**src/rtl/lc4_pkg.sv**
```systemverilog
// Shared LC4 definitions: default datapath widths and NZP condition-code encodings.
package lc4_pkg;

  localparam int unsigned LC4_DATA_W = 16;
  localparam int unsigned LC4_ADDR_W = 3;

  typedef logic [2:0] nzp_t;

  localparam nzp_t NZP_N     = 3'b100;
  localparam nzp_t NZP_Z     = 3'b010;
  localparam nzp_t NZP_P     = 3'b001;
  localparam nzp_t NZP_RESET = NZP_Z;

endpackage

```
**src/rtl/lc4_nzp_calc.sv**
```systemverilog
// Condition-code generator: classifies a two's-complement value as N, Z or P.
module lc4_nzp_calc
  import lc4_pkg::*;
#(
  parameter int unsigned DATA_W = LC4_DATA_W
) (
  input  logic [DATA_W-1:0] i_data,
  output logic [2:0]        o_nzp
);

  always_comb begin
    o_nzp = NZP_P;
    if (i_data[DATA_W-1])
      o_nzp = NZP_N;
    else if (i_data == '0)
      o_nzp = NZP_Z;
  end

endmodule

```
**src/rtl/lc4_regfile.sv**
```systemverilog
// LC4 architectural register file with same-cycle write bypass and the NZP register.
module lc4_regfile
  import lc4_pkg::*;
#(
  parameter int unsigned DATA_W = LC4_DATA_W,
  parameter int unsigned ADDR_W = LC4_ADDR_W
) (
  input  logic              clk,
  input  logic              rst_n,
  input  logic              gwe,
  input  logic [ADDR_W-1:0] i_rs,
  input  logic [ADDR_W-1:0] i_rt,
  input  logic [ADDR_W-1:0] i_rd,
  input  logic              i_rd_we,
  input  logic [DATA_W-1:0] i_wdata,
  input  logic              i_nzp_we,
  output logic [DATA_W-1:0] o_rs_data,
  output logic [DATA_W-1:0] o_rt_data,
  output logic [2:0]        o_nzp,
  output logic [2:0]        o_nzp_next
);

  localparam int unsigned NREGS = 2 ** ADDR_W;

  logic [DATA_W-1:0] r_regs [NREGS];
  logic [2:0]        r_nzp;
  logic              w_wr_en;
  logic              w_nzp_en;
  logic [2:0]        w_nzp_next;

  // Reset gates the bypass so reads stay at zero while rst_n is low.
  assign w_wr_en  = gwe & i_rd_we & rst_n;
  assign w_nzp_en = gwe & i_nzp_we;

  lc4_nzp_calc #(.DATA_W(DATA_W)) u_nzp_calc (
    .i_data (i_wdata),
    .o_nzp  (w_nzp_next)
  );

  always_ff @(posedge clk or negedge rst_n) begin
    if (!rst_n) begin
      for (int unsigned i = 0; i < NREGS; i++)
        r_regs[i] <= '0;
      r_nzp <= NZP_RESET;
    end else begin
      if (w_wr_en)
        r_regs[i_rd] <= i_wdata;
      if (w_nzp_en)
        r_nzp <= w_nzp_next;
    end
  end

  always_comb begin
    o_rs_data = r_regs[i_rs];
    o_rt_data = r_regs[i_rt];
    if (w_wr_en && (i_rd == i_rs))
      o_rs_data = i_wdata;
    if (w_wr_en && (i_rd == i_rt))
      o_rt_data = i_wdata;
  end

  assign o_nzp      = r_nzp;
  assign o_nzp_next = w_nzp_next;

endmodule

```
**config.mk**
```make
export PLATFORM = sky130hd
export DESIGN_NAME = lc4_regfile
export DESIGN_NICKNAME = d
export VERILOG_FILES = /design/src/rtl/lc4_pkg.sv /design/src/rtl/lc4_nzp_calc.sv /design/src/rtl/lc4_regfile.sv
export SDC_FILE = /design/constraint.sdc
export NUM_CORES = 1
export LEC_CHECK = 0
export ABC_CLOCK_PERIOD_IN_PS = 3920
export CAP_MARGIN = 20
export CORE_MARGIN = 8
export CORE_UTILIZATION = 57
export DETAILED_ROUTE_END_ITERATION = 8
export HOLD_SLACK_MARGIN = 0.02
export PLACE_DENSITY_LB_ADDON = 0.1
export SETUP_SLACK_MARGIN = 0.1
export SLEW_MARGIN = 20
export SYNTH_ARGS = -nofsm -noshare
export SYNTH_HDL_FRONTEND = slang
export SYNTH_SLANG_ARGS = --single-unit
```
**constraint.sdc**
```tcl
create_clock -name clk -period 3.92 [get_ports clk]
set_clock_uncertainty 0.05 [all_clocks]
set_input_delay 1.176 -clock clk [delete_from_list [all_inputs] [get_ports clk]]
set_output_delay 1.176 -clock clk [all_outputs]
set_load 0.01 [all_outputs]
```
* After elaboration in Yosys (flattened, before gate mapping)
Cells that the tools add are included.
Operators by class: $lt $le $gt $ge 4, eq/ne operators 2, muxes and demuxes 13, bitwise logic cells 6, reductions and logical operators 4
Operator list (number):
- bitwise mux 128 bit | 1
- two-way mux 16 bit | 7
- binary-select mux 16 bit (select 3 bit) | 2
- demux 16 bit (select 3 bit) | 1
- logical NOT 16 bit | 1
- greater-or-equal comparator 4 bit, second input constant | 3
- NOT 3 -> 4 bit | 3
- == test 3 bit | 2
- < comparator 4 x 1 -> 1 bit, second input constant | 1
- bitwise AND 1 bit | 3
- logical AND 1 bit | 3
- two-way mux 3 bit | 1
- two-way mux 2 bit | 1
Storage, ports and cells: register bits 131, bits of input ports 30, output and inout bits 38, logic and storage cells 38

* Longest topological paths before layout
depth in word-level cells 6, depth in mapped cells 6

* Modules after synthesis
A second synthesis with hierarchy kept.
Second synthesis, totals: cell total of the unflattened synthesis 470, area total of the unflattened synthesis 7472.2 sq um
Modules (own cells, without submodules):
- lc4_regfile | times used 1, cells each 463, area each 7422.1 sq um, sequential area each 3279.4 sq um
- lc4_nzp_calc | times used 1, cells each 7, area each 50.0 sq um, sequential area each 0.0 sq um

* Least setup slack after synthesis
Ideal clock, no wire load.
path kind input-to-output, start input port i_rs[0], end output port o_rs_data[10], arrival time 2.623 ns, setup slack 0.071 ns, stages on the path 5, cell sequence buf_6 buf_2 mux4_2 mux2_2 mux2_2
Between the ends: cells in the longest elaborated chain, start to end 5
RTL lines:
- start: declaration | line lc4_regfile.sv:11 | input logic [ADDR_W-1:0] i_rs,
- NOT 3 -> 4 bit (implied by the code) | line lc4_regfile.sv:54 | o_rs_data = r_regs[i_rs];
- binary-select mux 16 bit (select 3 bit) | line lc4_regfile.sv:54
- two-way mux 16 bit (implied by the code) (2 in a row) | line lc4_regfile.sv:54
- two-way mux 16 bit (*) | line lc4_regfile.sv:56 | if (w_wr_en && (i_rd == i_rs))
- end: declaration | line lc4_regfile.sv:17 | output logic [DATA_W-1:0] o_rs_data,
Mark *: on every way between the ends. The rest lies on a longest branch, timed or not. The select of a mux whose other input is x is not followed.

* Final worst setup path
start input port i_rs[0], end output port o_rs_data[2]
Same word-level chain as after synthesis.

==> flow_metrics.tcl <==
set metrics [dict create \
    top_level_ports 68 \
    antenna-diode-count 0 \
    max-vdd-ir-drop_mv 0.315 \
    grt_overflow 0 \
    yosysUniqueCellTypes 22 \
    final_layout_size_suffix_gt1_share_pct 71.0 \
    yosys.area_share.simple_pct 1.88 \
    clk_latency_ns 0.41 \
    hold_depth 1 \
    drtAntennaViolNets 0 \
    timing.max_cap.violations 0 \
    slew-limit-headroom_pct 46.0 \
    synth_largest_area_cell "dfrtp_1" \
    seq_area_sq_mm 0.00328 \
    min_from "r_regs[99]" \
    ys_ff_latch 131 \
    initialDrtViolationCount 374 \
    critical_path.max_fanout 6 \
    worst_ep_arrival_time_ns 2.67 \
    number_of_global_route_vias_before_repair 5313 \
    timing.hold.worst_endpoint "r_regs[99]" \
    clock_transition_at_path_regs_ns 0.06 \
    die_w_microns 130 \
    lkg_pwr_nw 4.32 \
    multiInputGateArea_sq_mm 0.00402 \
    avgViaCountPerCell 6.34 \
    drcViolationCount 0 \
    worstSetupPathType "primary input to output port" \
    initial_core_utilization_pct 57.3 \
    timing.final.hold_violations 0 \
    synthTopCellsByArea "dfrtp_1 (44%), mux2_2 (26%), mux4_2 (19%), mux2_4 (4.0%), clkbuf_1 (1.4%)" \
    netlist_instances 470 \
    rrSetupSlack_ns 3.05 \
    routability_driven_placement_congestion_ratio 0.819 \
    worst_setup_start_kind "primary input" \
    yosys.area.top_type_share_pct 43.5 \
    cp-end-kind "output port" \
    die_y_microns 130 \
    wirelength_microns 20400 \
    port_buffers 67 \
    holdCritPathClass "register to register" \
    row_count 42 \
    postSynthAreaPerCell_sq_um 15.9 \
    maxSlewViolCount 0 \
    post_synthesis_adder_cell_area_fraction_pct 0 \
    synth_edf_count 0 \
    yosys_warnings 0 \
    power_per_cell_area_mw_per_mm2 491 \
    utilization_of_the_core_after_routing_pct 74.0 \
    post_synth_xor_area_fraction_pct 0.703 \
    post-dp-hpwl_microns 12400 \
    layout-area-overhead-vs-synth_pct 29.1 \
    timing.critical_path.required_ns 2.69 \
    die_area_sq_mm 0.0170 \
    cts.htree.levels 4 \
    tritoncts_buffers 17 \
    drt_pre_antenna_iters 4 \
    initial_antenna_violation_count 0 \
    layout.nets 599 \
    synth_top_flop_cell "dfrtp_1" \
    ys_seq_area_share_pct 43.9 \
    fin_crit_sh_pct 99.4 \
    worst-slew-pin-transition_ns 0.810 \
    synth_compound_gate_area_share_pct 0.117 \
    setup-violations-final 0 \
    async_flop_share_pct 100 \
    reg2reg_from "r_regs[126]" \
    post-route-min-period_ns 3.90 \
    synth_mux_area_share_pct 49.7 \
    synth_fp_nets 500 \
    grt_max_degree 67 \
    grt_util_all_layers_pct 25.5 \
    syn_area_sq_mm 0.00747 \
    fp.coreArea_sq_mm 0.0130 \
    clk_path_buf_depth 2 \
    status "completed" \
    fmaxAchievable_mhz 257 \
    reg2reg_depth 1 \
    main_combinational_cell_family_by_area_after_synthesis "multiplexers" \
    placed_area_sq_mm 0.00859 \
    rsz_0062_raised_after_global_routing "yes" \
    layout.filler_cells 837 \
    tritoncts_num_sinks 131 \
    wire_per_inst_microns 26.9 \
    global_route_wire_length_before_repair_microns 31300 \
    regToRegEndpoint "r_regs[126]" \
    clock-root-buffer "clkbuf_16" \
    detailroute.via_count 4808 \
    final.hold.worst_slack_ns 0.472 \
    cts_tree "done" \
    fin_area_sq_mm 0.00964 \
]
-- cell usage in the layout (no fill, tap or decap), types with 6 or more instances in the layout --
| master | instances |
|---|---|
| mux2_2 | 161 |
| dfrtp_1 | 130 |
| mux4_2 | 64 |
| buf_6 | 43 |
| buf_4 | 42 |
| mux2_4 | 34 |
| clkbuf_16 | 20 |
| clkdlybuf4s50_1 | 16 |
| buf_12 | 10 |
| xor2_1 | 6 |
-- worst max-delay path, cell delays in order --
cell and delay, ns:
buf_12 0.13, xor2_1 0.14, or4_4 0.60, buf_12 0.19
mux2_4 0.30, buf_6 0.12
-- cells by family after synthesis --
kind of cell,Yosys count
compound gates,1
xor+xnor,6
buf+inv,52
flops,131
mux,259
simple gates,21
-- layout make-up --
class                   instances  area share (%)
multi-input cells             287            41.7
flip-flops and latches        131            34.0
clock buffers                  18            4.45
clock inverters                14            1.93
repair buffers                132            15.7
well taps                     176            2.28
-- sequential cells by signal (all words and copies together), names as in the netlist --
name / flops
r_regs: 128
o_nzp: 3
-- through the flow --
step                setup WS, ns  total power [mW]  TNS, ns  std cells
global placement          -0.821              2.93   -25.45        717
global route             0.00423              4.93        0        758
CTS                       0.0109              4.71        0        754
floorplan                 0.0923              2.55        0        470
detailed placement        -0.829              2.99   -26.01        717
finish                    0.0242              4.74        0        758
-- metal layers --
metal,vias to the layer above,part of all wire [%],GRT usage (%)
li1,2017,-,-
met1,2547,41,32.1
met2,199,49,41.5
met3,45,7.7,6.45
met4,0,2.7,10.6
met5,-,0,0
-- report_power, final --
group          internal, mW  switching, mW  leakage [nW]
Sequential             1.62          0.199          1.67
Clock                  1.06          0.600         0.288
Combinational         0.843          0.419          2.36
Total                  3.52           1.22          4.32
-- synthesized netlist by cell type, types with 2 or more instances --
master    count
mux2_2      175
dfrtp_1     130
buf_6         4
or4_1         3
buf_4         5
xor2_1        6
nor2_1        3
clkbuf_1     27
nand2_1       2
nor4_1        4
nor3_2        3
buf_2        15
mux2_4       20
mux4_2       64
nand2b_1      2
-- worst max path at each step --
| stage | startpoint | slack (ns) | to | cells past startpoint |
|---|---|---|---|---|
| after global placement | i_rd[2] | -0.82 | o_rs_data[6] | 6 |
| after CTS | i_rt[0] | 0.01 | o_rt_data[13] | 6 |
| after detailed placement | i_rd[2] | -0.83 | o_rs_data[6] | 6 |
| final | i_rs[0] | 0.02 | o_rs_data[2] | 6 |
| after floorplan | i_rt[0] | 0.09 | o_rt_data[0] | 5 |
| after global routing | i_rs[0] | 0.004 | o_rs_data[2] | 6 |
-- repair_timing --
action                                  4_1_cts  5_1_grt
hold buffers                                  0        0
buffers inserted                              0        1
endpoints found under the setup margin       34       34
gates cloned                                  5        3
pin swaps                                     6        4
resized for setup                           239       29
Note: power is estimated with default switching activity, not from simulation.
